## config.mk

```make
export PLATFORM = sky130hd
export DESIGN_NAME = xb_oport
export DESIGN_NICKNAME = d
export VERILOG_FILES = /design/src/rtl/xb_oport.sv
export SDC_FILE = /design/constraint.sdc
export NUM_CORES = 1
export LEC_CHECK = 0
export BUFFER_PORTS_ARGS = -buffer_cell sky130_fd_sc_hd__buf_2
export CAP_MARGIN = 10
export CORE_UTILIZATION = 28
export DETAILED_ROUTE_END_ITERATION = 6
export SLEW_MARGIN = 0
export SYNTH_ARGS = -nofsm -noshare
export SYNTH_HDL_FRONTEND = slang
export SYNTH_SLANG_ARGS = --single-unit
export TNS_END_PERCENT = 5
```

## constraint.sdc

```tcl
create_clock -name clk -period 7.35 [get_ports clk]
set_input_delay 0.3675 -clock clk [delete_from_list [all_inputs] [get_ports clk]]
set_output_delay 0.3675 -clock clk [all_outputs]
set_load 0.01 [all_outputs]
```

## src/rtl/xb_oport.sv

```systemverilog
// Crossbar output port: switch-traversal register plus per-VC
// downstream credit tracking and sticky protocol-error flags.
module xb_oport #(
  parameter int DW    = 32,
  parameter int V     = 4,
  parameter int DEPTH = 4,
  localparam int CW   = $clog2(DEPTH+1)
) (
  input  logic            clk,
  input  logic            rst,
  input  logic [DW-1:0]   data_in,
  input  logic            valid_in,
  input  logic [V-1:0]    vc_in,
  input  logic [V-1:0]    credit_in,
  output logic [DW-1:0]   data_out,
  output logic            valid_out,
  output logic [V-1:0]    vc_out,
  output logic [V-1:0]    credit_avail,
  output logic [V*CW-1:0] credit_cnt,
  output logic            err_nocredit,
  output logic            err_overflow,
  output logic            err_vc
);

  localparam logic [CW-1:0] FULL = CW'(DEPTH);

  logic [CW-1:0] r_cnt [V];
  logic [CW-1:0] w_cnt_nxt [V];
  logic [DW-1:0] r_data;
  logic [V-1:0]  r_vc;
  logic          r_valid;
  logic          r_err_nc;
  logic          r_err_ov;
  logic          r_err_vc;

  logic          w_onehot;
  logic          w_has_cr;
  logic          w_accept;
  logic [V-1:0]  w_send;
  logic [V-1:0]  w_full;
  logic          w_ovf;

  // Decode the incoming tag and decide whether the flit may go out.
  always_comb begin
    w_onehot = (vc_in != '0) && ((vc_in & (vc_in - V'(1))) == '0);
    w_has_cr = |(vc_in & credit_avail);
    w_accept = valid_in && w_onehot && w_has_cr;
    w_send   = w_accept ? vc_in : '0;
  end

  // Per-VC counter update; a send and a return on one VC cancel out,
  // and a return into a full counter saturates and flags overflow.
  always_comb begin
    w_ovf = 1'b0;
    for (int i = 0; i < V; i++) begin
      w_full[i]    = (r_cnt[i] == FULL);
      w_cnt_nxt[i] = r_cnt[i];
      if (w_send[i] && !credit_in[i])
        w_cnt_nxt[i] = r_cnt[i] - CW'(1);
      else if (credit_in[i] && !w_send[i]) begin
        if (w_full[i]) w_ovf = 1'b1;
        else w_cnt_nxt[i] = r_cnt[i] + CW'(1);
      end
    end
  end

  // Switch-traversal register: payload holds when idle, valid qualifies.
  always_ff @(posedge clk) begin
    if (rst) begin
      r_data  <= '0;
      r_vc    <= '0;
      r_valid <= 1'b0;
    end else begin
      r_valid <= w_accept;
      if (w_accept) begin
        r_data <= data_in;
        r_vc   <= vc_in;
      end
    end
  end

  // Credit counters, restored to full on reset.
  always_ff @(posedge clk) begin
    if (rst) begin
      for (int i = 0; i < V; i++) r_cnt[i] <= FULL;
    end else begin
      for (int i = 0; i < V; i++) r_cnt[i] <= w_cnt_nxt[i];
    end
  end

  // Sticky error flags, cleared only by reset.
  always_ff @(posedge clk) begin
    if (rst) begin
      r_err_nc <= 1'b0;
      r_err_ov <= 1'b0;
      r_err_vc <= 1'b0;
    end else begin
      if (valid_in && w_onehot && !w_has_cr) r_err_nc <= 1'b1;
      if (w_ovf) r_err_ov <= 1'b1;
      if (valid_in && !w_onehot) r_err_vc <= 1'b1;
    end
  end

  // Publish counters and availability straight from the registers.
  always_comb begin
    for (int i = 0; i < V; i++) begin
      credit_avail[i]          = (r_cnt[i] != '0);
      credit_cnt[i*CW +: CW]   = r_cnt[i];
    end
  end

  assign data_out     = r_data;
  assign vc_out       = r_vc;
  assign valid_out    = r_valid;
  assign err_nocredit = r_err_nc;
  assign err_overflow = r_err_ov;
  assign err_vc       = r_err_vc;

endmodule

```

# [Word level (Yosys, flattened, before mapping)]
# Memories as Yosys holds them, arrays and structs flattened.
# Index checks and enable logic that the tools add are counted.
[totals] register_bits=40 ramBits=12 memories=1
[mem_list] memory="r_cnt" depth=4 word_bits=3 read_ports=4 rd_clocked_by_memory_dff=0 wr=4 line_no="27" source="logic [CW-1:0] r_cnt [V];"
[classes] n_addsub=9 n_eq_ne=4 mux=32 n_bitwise=6 n_reduce_logical=30
[ops] cell="two-way mux 3 bit" n=16
[ops] cell="two-way mux 1 bit" n=15
[ops] cell="logical AND 1 bit" n=13
[ops] cell="adder 3 x 1 -> 3 bit, second input constant" n=4
[ops] cell="== test 3 bit, second input constant" n=4
[ops] cell="nonzero test 3 bit" n=4
[ops] cell="subtractor 3 x 1 -> 3 bit, second input constant" n=4
[ops] cell="zero test 1 bit" n=10
[ops] cell="AND 4 bit" n=2
[ops] cell="zero test 4 bit" n=1
[ops] cell="two-way mux 4 bit" n=1
[ops] cell="bitwise OR 1 bit" n=4
[ops] cell="nonzero test 4 bit" n=1
[ops] cell="OR reduction 4 bit" n=1
[ops] cell="subtractor 4 x 1 -> 4 bit, second input constant" n=1

# [Logic depth before layout (Yosys ltp)]
# Gate-level depths: netlist of run 1.
[depth] depth_word=20 mapped_depth=10 depth_no_buf=10

# [Worst setup path after synthesis of run 1]
# Ideal clock, no wire load.
[synth_path] kind="input to register" from="input vc_in[3]" to="memory r_cnt[1][2] (netlist name)" arrival_ns=2.451 required_ns=7.207 setup_slack_ns=4.756 path_stages=10 n_path_buf=0 path_cell_list="or4b_1 > o311ai_2 > nand4_1 > inv_1 > ha_1 > inv_1 > fa_1 > xor2_1 > o31ai_1 > o311ai_0"
[synth_lines] element="start: declaration" line_no="13" source="input logic [V-1:0] vc_in,"
[synth_lines] element="end: declaration" line_no="27"

==> results.ini, run 1 <==
[worst_setup_path]
critical_path.startpoint_type = primary input
cp-end-kind = flip-flop
cp_data_required_time_ps = 7520
crit_path_cell_trace = buf_2 > or4b_1 > o311ai_4 > buf_4 > nand4_1 > inv_1 > ha_1 > inv_1 > fa_1 > xor2_1 > o31ai_1 > o311ai_0
cp_max_fo = 37
critPathBufInv = 4
crit_top_cell = inv_1
regToRegSetupSlack_ps = 4550
startpoint = vc_in[3]
crit_family = simple AND/OR/NAND/NOR gates
crit_path_max_incr_delay_ps = 600
critPathArrivalTime_ps = 3150
crit_type = in -> reg
cp.depth = 12
crit_slowest_cell = or4b_1
reg2regPathDepth = 9
reg2reg_from = r_cnt[0][0]

[hold_path]
min_from = data_in[14]
hold_path_depth = 3
holdCritPathClass = in -> reg

[timing]
fmax_mhz = 336
skew_ps = 8.68
period_needed_ps = 2970
tns_ps = 0
setup_viol = 0
slew_violations = 0
tightest_slew_ps = 976
whs_ps = 305
fin_crit_sh_pct = 40.5
rsz0062_at_grt = false
hold_viol_final = 0
relSlewSlack_pct = 34.9
setup_ws_ps = 4380

[global_routing]
grt_max_degree = 50
first_global_vias = 2360
grt_use_total_pct = 15.2
grt_pass1_wl_mm = 11.9
grt_overflow = 0
antenna_found_initial = 0

[floorplan]
dieArea_um2 = 9380
ioPinCount = 99
core_area_um2 = 8720
initial_utilization_pct = 28.9
die_h_um = 96.9
num_rows = 34
die_x_um = 96.9

[clock_network]
cts_max_level = 2
cts.sinks = 52
cts_setup_buffers = 0
cts_tree = done
path_clk_slew_ps = 100
cts_buffers = 5
cts-root-buf = clkbuf_8
clk_latency_ps = 300
cts_hold_buf = 0
cts_resized = 0
clockBufferDepth = 2

[placed_design]
hpwl_mm = 4.62
place_ws_ps = 4100
place_area_um2 = 3050
dp.cells = 466
io_buffers = 98
finalWeightedCongestion = 0.725

[route]
dr.pass1.iters = 4
drc = 0
ant_nets = 0
drtIter0Drc = 108
wl_mm = 7.29
vias_per_cell = 5.31
vias = 2515
post_drt_wl_per_cell_um = 15.4

[yosys]
syn-cell-area_um2 = 2520
ys_types = 27
postSynthRegisterBits = 52
yosys_warnings = 0
avgSynthCellArea_um2 = 8.94
synth_cells = 282
synth_seq_area_share_pct = 41.3
synth_fp_nets = 337

[layout]
layout-drive-gt1-share_pct = 30.3
layout.nets = 420
fin_util_pct = 36.0
stdcell_count = 474
synthToLayoutAreaGrowth_pct = 24.7
diodes = 0
final_area_um2 = 3140

[pwr]
p_per_area_nw_per_um2 = 174
peakVddDrop_mv = 0.0681
p_leak_nw = 1.30
p_total_mw = 0.548

[run]
drv_cap = 0

[status]
status = finished, final reports clean

-- sequential cells by signal (all words and copies together) (netlist names) --
register      cells
err_vc            1
valid_out         1
err_overflow      1
vc_out            4
err_nocredit      1
r_cnt            12
data_out         32
-- synth_stat cells --
cell / instances / share of area, %
dfxtp_1: 52 / 41
a21oi_1: 46 / 9.1
o31ai_1: 44 / 13
nand4_1: 37 / 9.2
inv_1: 18 / 2.7
clkbuf_1: 17 / 2.5
nor2_1: 10 / 1.5
ha_1: 8 / 4.0
nor3_1: 7 / 1.4
buf_4: 4 / 1.2
fa_1: 4 / 3.2
nor4b_1: 4 / 1.4
o311ai_0: 4 / 1.4
or3_1: 4 / 0.99
buf_2: 3 / 0.60
nand2_1: 3 / 0.45
xor2_1: 3 / 1.0
a31oi_1: 2 / 0.50
buf_6: 2 / 0.89
or4b_1: 2 / 0.79
xnor2_1: 2 / 0.70
a22oi_1: 1 / 0.30
and4_1: 1 / 0.35
inv_2: 1 / 0.15
nor4_1: 1 / 0.25
o311a_1: 1 / 0.40
o311ai_2: 1 / 0.65
-- where the power goes --
part	switching, mW	internal [mW]	total (mW)	leakage [nW]
clock network	0.0990	0.0681	0.167	0.0414
logic	0.0552	0.0297	0.0849	0.840
registers	0.00508	0.291	0.296	0.422
total	0.159	0.389	0.548	1.30
-- kinds of logic (layout without fill, tap and decap cells) --
group           after synthesis  count (layout)  share of synthesized area (%)
xor+xnor                      5               5                           1.74
simple gates                 69              69                           16.3
flops                        52              52                           41.3
compound gates               99              99                           25.5
buf+inv                      45             129                           8.04
fa+ha+maj                    12              12                           7.15
-- per-layer routing --
metal,vias to the layer above,track usage [%],share of wire (%)
li1,1247,-,-
met1,1186,21.0,49
met2,77,24.6,46
met3,5,3.11,4.5
met4,0,2.76,0.56
met5,-,0,0
-- worst paths after layout --
| kind | to |
|---|---|
| setup / recovery | r_cnt[1][2] |
| hold / removal | data_out[14] |
| setup reg to reg | err_overflow |
| hold reg to reg | data_out[6] |
-- final cells by class --
cell class | count | area (um^2)
clock buffers | 6 | 72.6
fillers | 918 | 5580
clock inverters | 2 | 16.3
well taps | 108 | 135
repair buffers | 102 | 520
inverters | 19 | 71.3
flip-flops and latches | 52 | 1040
multi-input cells | 185 | 1290
-- worst register-to-register path: cells and delay by family (launching register included) --
kind | cells | cell delay (ps)
fa+ha+maj | 1 | 230
flops | 1 | 390
simple gates | 3 | 950
buf+inv | 2 | 360
compound gates | 3 | 790
-- placed cells by master (no fill, tap or decap) --
cell type,Yosys,layout
a21oi_1,46,46
a22oi_1,1,1
a31oi_1,2,2
and4_1,1,1
buf_2,3,98
buf_4,4,4
clkbuf_1,17,1
clkbuf_8,0,5
clkinv_4,0,1
clkinvlp_4,0,1
dfxtp_1,52,52
fa_1,4,4
ha_1,8,8
inv_1,18,18
inv_2,1,1
nand2_1,3,3
nand4_1,37,37
nor2_1,10,10
nor3_1,7,7
nor4_1,1,1
nor4b_1,4,4
o311a_1,1,1
o311ai_0,4,4
o311ai_4,0,1
o31ai_1,44,44
or3_1,4,4
or4b_1,2,2
xnor2_1,2,2
xor2_1,3,3
No activity file was read; power rests on OpenSTA's default activity.
==> inputs of run 2 (changes only) <==
- ABC_AREA: not set -> 1
- clock period: 7.35 -> 2.95 ns (I/O delays scaled with it)
==> run 2 against run 1 <==
Against the previous run: critical path type is now reg -> reg; cell count up 20%; critical path depth up 3; the flow now finishes with violations (DRC); worst hold slack worse by 170 ps; setup slack worse by 3800 ps; synthesized area up 2.1%; cell area up 2.1%.
==> results.ini, run 2 <==
[yosys]
synthTopCellsByCount = nand2_1 (81), nor2_1 (72), inv_1 (68), dfxtp_1 (52), a21oi_1 (17)
synth_edf_count = 0
synth-xor-area-share_pct = 1.36
avgSynthCellArea_um2 = 7.03
yosys_warnings = 0
synth_compound_area_share_pct = 6.71
synth_cells = 366
postSynthRegisterBits = 52
synthTopCellsByArea = dfxtp_1 (40%), nand2_1 (12%), nor2_1 (11%)
ys_types = 25
yosys.area_share.adder_pct = 7.00
synth_fp_nets = 421
synth_mux_area_share_pct = 0
syn-cell-area_um2 = 2570
synth_seq_area_share_pct = 40.5
synth_top_family_by_area = simple AND/OR/NAND/NOR gates
synth_flop_cell = dfxtp_1
synthSimpleGateAreaFrac_pct = 30.8
synth_largest_area_cell = dfxtp_1
async_reset_ff_share_pct = 0
synth_most_common_cell = nand2_1
synth_top_area_share_pct = 40.5

[route]
vias = 2356
ant_nets = 0
drtIter0Drc = 61
drc = 16
vias_per_cell = 4.13
post_drt_wl_per_cell_um = 9.84
wl_mm = 5.61
dr.pass1.iters = 6

[floorplan]
core_area_um2 = 8810
ioPinCount = 99
die_x_um = 97.9
die_h_um = 97.9
dieArea_um2 = 9570
num_rows = 34
initial_utilization_pct = 29.2

[clock_network]
clockBufferDepth = 2
cts_hold_buf = 0
path_clk_slew_ps = 100
cts_resized = 0
cts.sinks = 52
cts_tree = done
cts-root-buf = clkbuf_8
cts_buffers = 5
clk_latency_ps = 300
cts_setup_buffers = 0
cts_max_level = 2

[hold_path]
min_from = data_in[9]
hold_end = data_out[9]
hold_path_depth = 5
holdCritPathClass = in -> reg

[layout]
final_cell_mix = buf_2 (98), nand2_1 (81), nor2_1 (72)
layout-drive-gt1-share_pct = 28.4
largest_reg_flops = 32
layout.nets = 516
diodes = 0
synthToLayoutAreaGrowth_pct = 24.8
fillers = 974
fin_util_pct = 36.5
mostFrequentLayoutCell = buf_2
final_area_um2 = 3210
stdcell_count = 570

[worst_setup_path]
cp_max_fo = 5
rr_endpoint = r_cnt[2][2]
critPathArrivalTime_ps = 2560
reg2regPathDepth = 15
cp-end-kind = flip-flop
crit_type = reg -> reg
cp_data_required_time_ps = 3140
reg2reg_from = r_cnt[3][1]
critical_path.startpoint_type = flip-flop
regToRegSetupSlack_ps = 590

[timing]
hold_viol_final = 0
fmax_mhz = 423
tns_ps = 0
period_needed_ps = 2360
relSlewSlack_pct = 44.2
fin_crit_sh_pct = 80.1
skew_ps = 3.56
whs_ps = 132
setup_viol = 0
tightest_slew_ps = 837
rsz0062_at_grt = false
slew_violations = 0

[placed_design]
place_area_um2 = 3120
finalWeightedCongestion = 0.833
dp.cells = 562
io_buffers = 98
hpwl_mm = 4.30

[pwr]
p_leak_nw = 1.79
peakVddDrop_mv = 0.191
p_per_area_nw_per_um2 = 493

[global_routing]
grt_overflow = 0
grt_max_degree = 65
grt_pass1_wl_mm = 9.74
first_global_vias = 2209
grt_use_total_pct = 12.3
antenna_found_initial = 0

[status]
status = finished with violations
violations = DRC

[run]
drv_cap = 0

-- run 2: changes by cell type after synthesis, sizes merged, moves of 7 or more --
| cell | change |
|---|---|
| nand2 | +90 |
| nor2 | +71 |
| inv | +51 |
| o31ai | -44 |
| nand4 | -36 |
| a21oi | -29 |
| clkbuf | -15 |
| o21ai | +12 |
| nand3 | +9 |
| nor3 | -7 |
-- run 2: how the worst max path moves through the flow --
stage / from / to / slack [ps] / cells past startpoint
after floorplan: r_cnt[0][0] / r_cnt[2][2] / 740 / 15
after global placement: r_cnt[3][1] / r_cnt[3][2] / 700 / 15
after detailed placement: r_cnt[0][0] / r_cnt[2][2] / 610 / 15
after CTS: r_cnt[0][0] / r_cnt[2][2] / 580 / 15
after global routing: r_cnt[0][0] / r_cnt[2][2] / 300 / 15
final: r_cnt[3][1] / r_cnt[2][2] / 590 / 15
-- run 2: layout make-up --
type | instances | area (um^2) | area share, %
Clock buffer | 5 | 68.8 | 2.14
Tap cell | 108 | 135 | 4.21
Sequential cell | 52 | 1040 | 32.4
Inverter | 70 | 263 | 8.18
Multi-Input combinational cell | 233 | 1180 | 36.8
Clock inverter | 3 | 23.8 | 0.740
Timing Repair Buffer | 99 | 498 | 15.5
-- run 2: worst max-delay path: stages, from the launching register on --
cell     delay [ps]
dfxtp_1         390
nor2_1           80
nand2_1         100
nand2_1          80
nand2_2         100
inv_1            40
nand2_1         130
nand3_1         150
inv_1           100
ha_1            200
inv_1            90
fa_1            380
xor2_1          160
nor2_1           80
a21oi_1         110
o21ai_0          80
-- run 2: power breakdown --
group | total (mW) | switching (mW) | internal, mW
sequential | 0.800 | 0.0390 | 0.761
clock | 0.415 | 0.247 | 0.169
combinational | 0.366 | 0.217 | 0.149
-- run 2: routing by layer --
layer	wire, um	part of all wire, %	GRT usage [%]	up-vias
met5	0	0	0	-
met3	402	7.2	3.58	4
li1	-	-	-	1264
met4	38	0.68	2.80	0
met1	2530	45	14.9	1023
met2	2640	47	21.3	65
-- run 2: cell families (layout without fill, tap and decap cells) --
group                    count (synthesis)  in the layout
AND/OR/NAND/NOR                        184            184
buffers and inverters                   81            177
flip-flops                              52             52
AO/OA/AOI/OAI                           33             33
adder cells (fa/ha/maj)                 12             12
XOR/XNOR                                 4              4
-- run 2: stage by stage --
| stage | setup slack, ps | power (mW) |
|---|---|---|
| 6_report | 588 | 1.58 |
| 5_1_grt | 299 | 1.71 |
| 4_1_cts | 580 | 1.62 |
| 3_5_place_dp | 607 | 1.19 |
| 3_3_place_gp | 699 | 1.18 |
| 2_1_floorplan | 743 | 1.06 |
==> inputs of run 3 (changes only) <==
- ABC_AREA: 1 -> 0
- clock period: 2.95 -> 1.9 ns (I/O delays scaled with it)
==> run 3 against run 2 <==
Against the previous run: register-to-register slack worse by 870 ps; worst hold slack worse by 100 ps; the flow finishes with violations (setup timing); first-iteration DRC count is 82% higher; sequential cell count stayed put.
==> results.ini, run 3 (synthesis gave the netlist of run 1 again) <==
[pwr]
peakVddDrop_mv = 0.372
pwr-share-seq_pct = 52.2
intPower_mw = 1.56
p_leak_nw = 1.55
switchingPower_mw = 0.636
p_total_mw = 2.19
p_per_area_nw_per_um2 = 599
sw_frac_of_total_pct = 29.0
pwr-share-clk_pct = 29.1
power_frac_comb_pct = 18.7

[global_routing]
first_global_vias = 2543
grt_pass1_wl_mm = 12.8
antenna_found_initial = 0
grt_use_total_pct = 16.7
grt_overflow = 0
grt_max_degree = 39

[route]
drtIter0Drc = 111
dr.pass1.iters = 4
wl_mm = 7.95
ant_nets = 0
vias_per_cell = 5.25
post_drt_wl_per_cell_um = 15.5
vias = 2687
drc = 0

[floorplan]
die_h_um = 96.9
initial_utilization_pct = 28.9
core_area_um2 = 8720
dieArea_um2 = 9380
ioPinCount = 99
die_x_um = 96.9
num_rows = 34

[timing]
setup_viol = 12
skew_ps = 8.30
period_needed_ps = 2180
fmax_mhz = 458
tightest_slew_ps = 653
tns_ps = -2290
rsz0062_at_grt = true
setup_ws_ps = -281
hold_viol_final = 0
slew_violations = 0
relSlewSlack_pct = 56.4
fin_crit_sh_pct = 115

[layout]
fillers = 861
final_area_um2 = 3660
final_cell_mix = buf_2 (98), a21oi_1 (45), o31ai_1 (40), dfxtp_1 (40), buf_4 (38)
layout.nets = 458
synthToLayoutAreaGrowth_pct = 45.3
largest_reg_flops = 32
fin_util_pct = 42.0
diodes = 0
layout-drive-gt1-share_pct = 46.0
mostFrequentLayoutCell = buf_2

[worst_setup_path]
cp_data_required_time_ps = 2080
reg2regPathDepth = 11
startpoint = r_cnt[0][1]
cp_max_fo = 4
rr_endpoint = r_cnt[1][2]
critical_path.startpoint_type = flip-flop
crit_type = reg -> reg
regToRegSetupSlack_ps = -280
cp-endpoint = r_cnt[1][2]
critPathArrivalTime_ps = 2360
reg2reg_from = r_cnt[0][1]
cp-end-kind = flip-flop

[clock_network]
cts_buffers = 5
path_clk_slew_ps = 100
clk_latency_ps = 310
clockBufferDepth = 2
cts_tree = done
cts_max_level = 2
cts-root-buf = clkbuf_8
cts.sinks = 52

[status]
violations = setup timing
status = finished with violations

[placed_design]
finalWeightedCongestion = 0.755
io_buffers = 98
place_ws_ps = -552
hpwl_mm = 5.44
place_area_um2 = 3390

[run]
drv_cap = 0

[hold_path]
holdCritPathClass = in -> reg

-- run 3: power groups by stage --
stage / clock network (mW) / logic, mW / registers [mW]
2_1_floorplan: 0 / 0.188 / 1.19
3_3_place_gp: 0 / 0.376 / 1.17
3_5_place_dp: 0 / 0.381 / 1.17
4_1_cts: 0.669 / 0.406 / 1.14
5_1_grt: 0.708 / 0.445 / 1.15
6_report: 0.638 / 0.410 / 1.14
-- run 3: per-layer routing --
| layer | vias to the layer above | GRT usage (%) | share of wire, % |
|---|---|---|---|
| li1 | 1319 | - | - |
| met1 | 1259 | 22.7 | 46 |
| met2 | 95 | 27.1 | 47 |
| met3 | 14 | 3.03 | 5.0 |
| met4 | 0 | 4.59 | 1.5 |
| met5 | - | 0 | 0 |
-- run 3: worst max-delay path, stage by stage (launching register included) --
cell and delay [ps]:
dfxtp_2 370, o31ai_4 80, nand4_1 170, buf_4 140, nand4_1 120, inv_2 100, ha_4 150, inv_1 50
fa_1 370, xor2_1 170, o31ai_1 210, o311ai_1 130
-- run 3: layout make-up --
cell class,count,area [um^2],share of cell area [%]
Multi-Input combinational cell,185,1470,40.0
Sequential cell,52,1060,28.8
Timing Repair Buffer,140,847,23.1
Tap cell,108,135,3.69
Inverter,19,71.3,1.95
Clock buffer,5,68.8,1.88
Clock inverter,3,18.8,0.512
-- run 3: per-stage QoR --
| stage | hold slack, ps | instances |
|---|---|---|
| 2_1_floorplan | 245 | 282 |
| 3_3_place_gp | 352 | 502 |
| 3_5_place_dp | 360 | 502 |
| 4_1_cts | 23.3 | 512 |
| 5_1_grt | 17.3 | 512 |
| 6_report | 28.9 | 512 |
-- run 3: what timing repair did --
action	4_1_cts	5_1_grt
pin swaps	14	6
endpoints found under the setup margin	13	13
gates resized for setup	28	7
hold endpoints to repair	0	0
setup buffers	2	0
hold buffers	0	0
-- run 3: how the worst min path moves through the flow --
stage / from / to / slack, ps / depth (start not counted)
3_5_place_dp: data_in[14] / data_out[14] / 360 / 3
2_1_floorplan: data_in[0] / data_out[0] / 250 / 2
4_1_cts: data_in[14] / data_out[14] / 20 / 3
3_3_place_gp: data_in[20] / data_out[20] / 350 / 3
5_1_grt: data_in[14] / data_out[14] / 20 / 3
6_report: data_in[1] / data_out[1] / 30 / 3
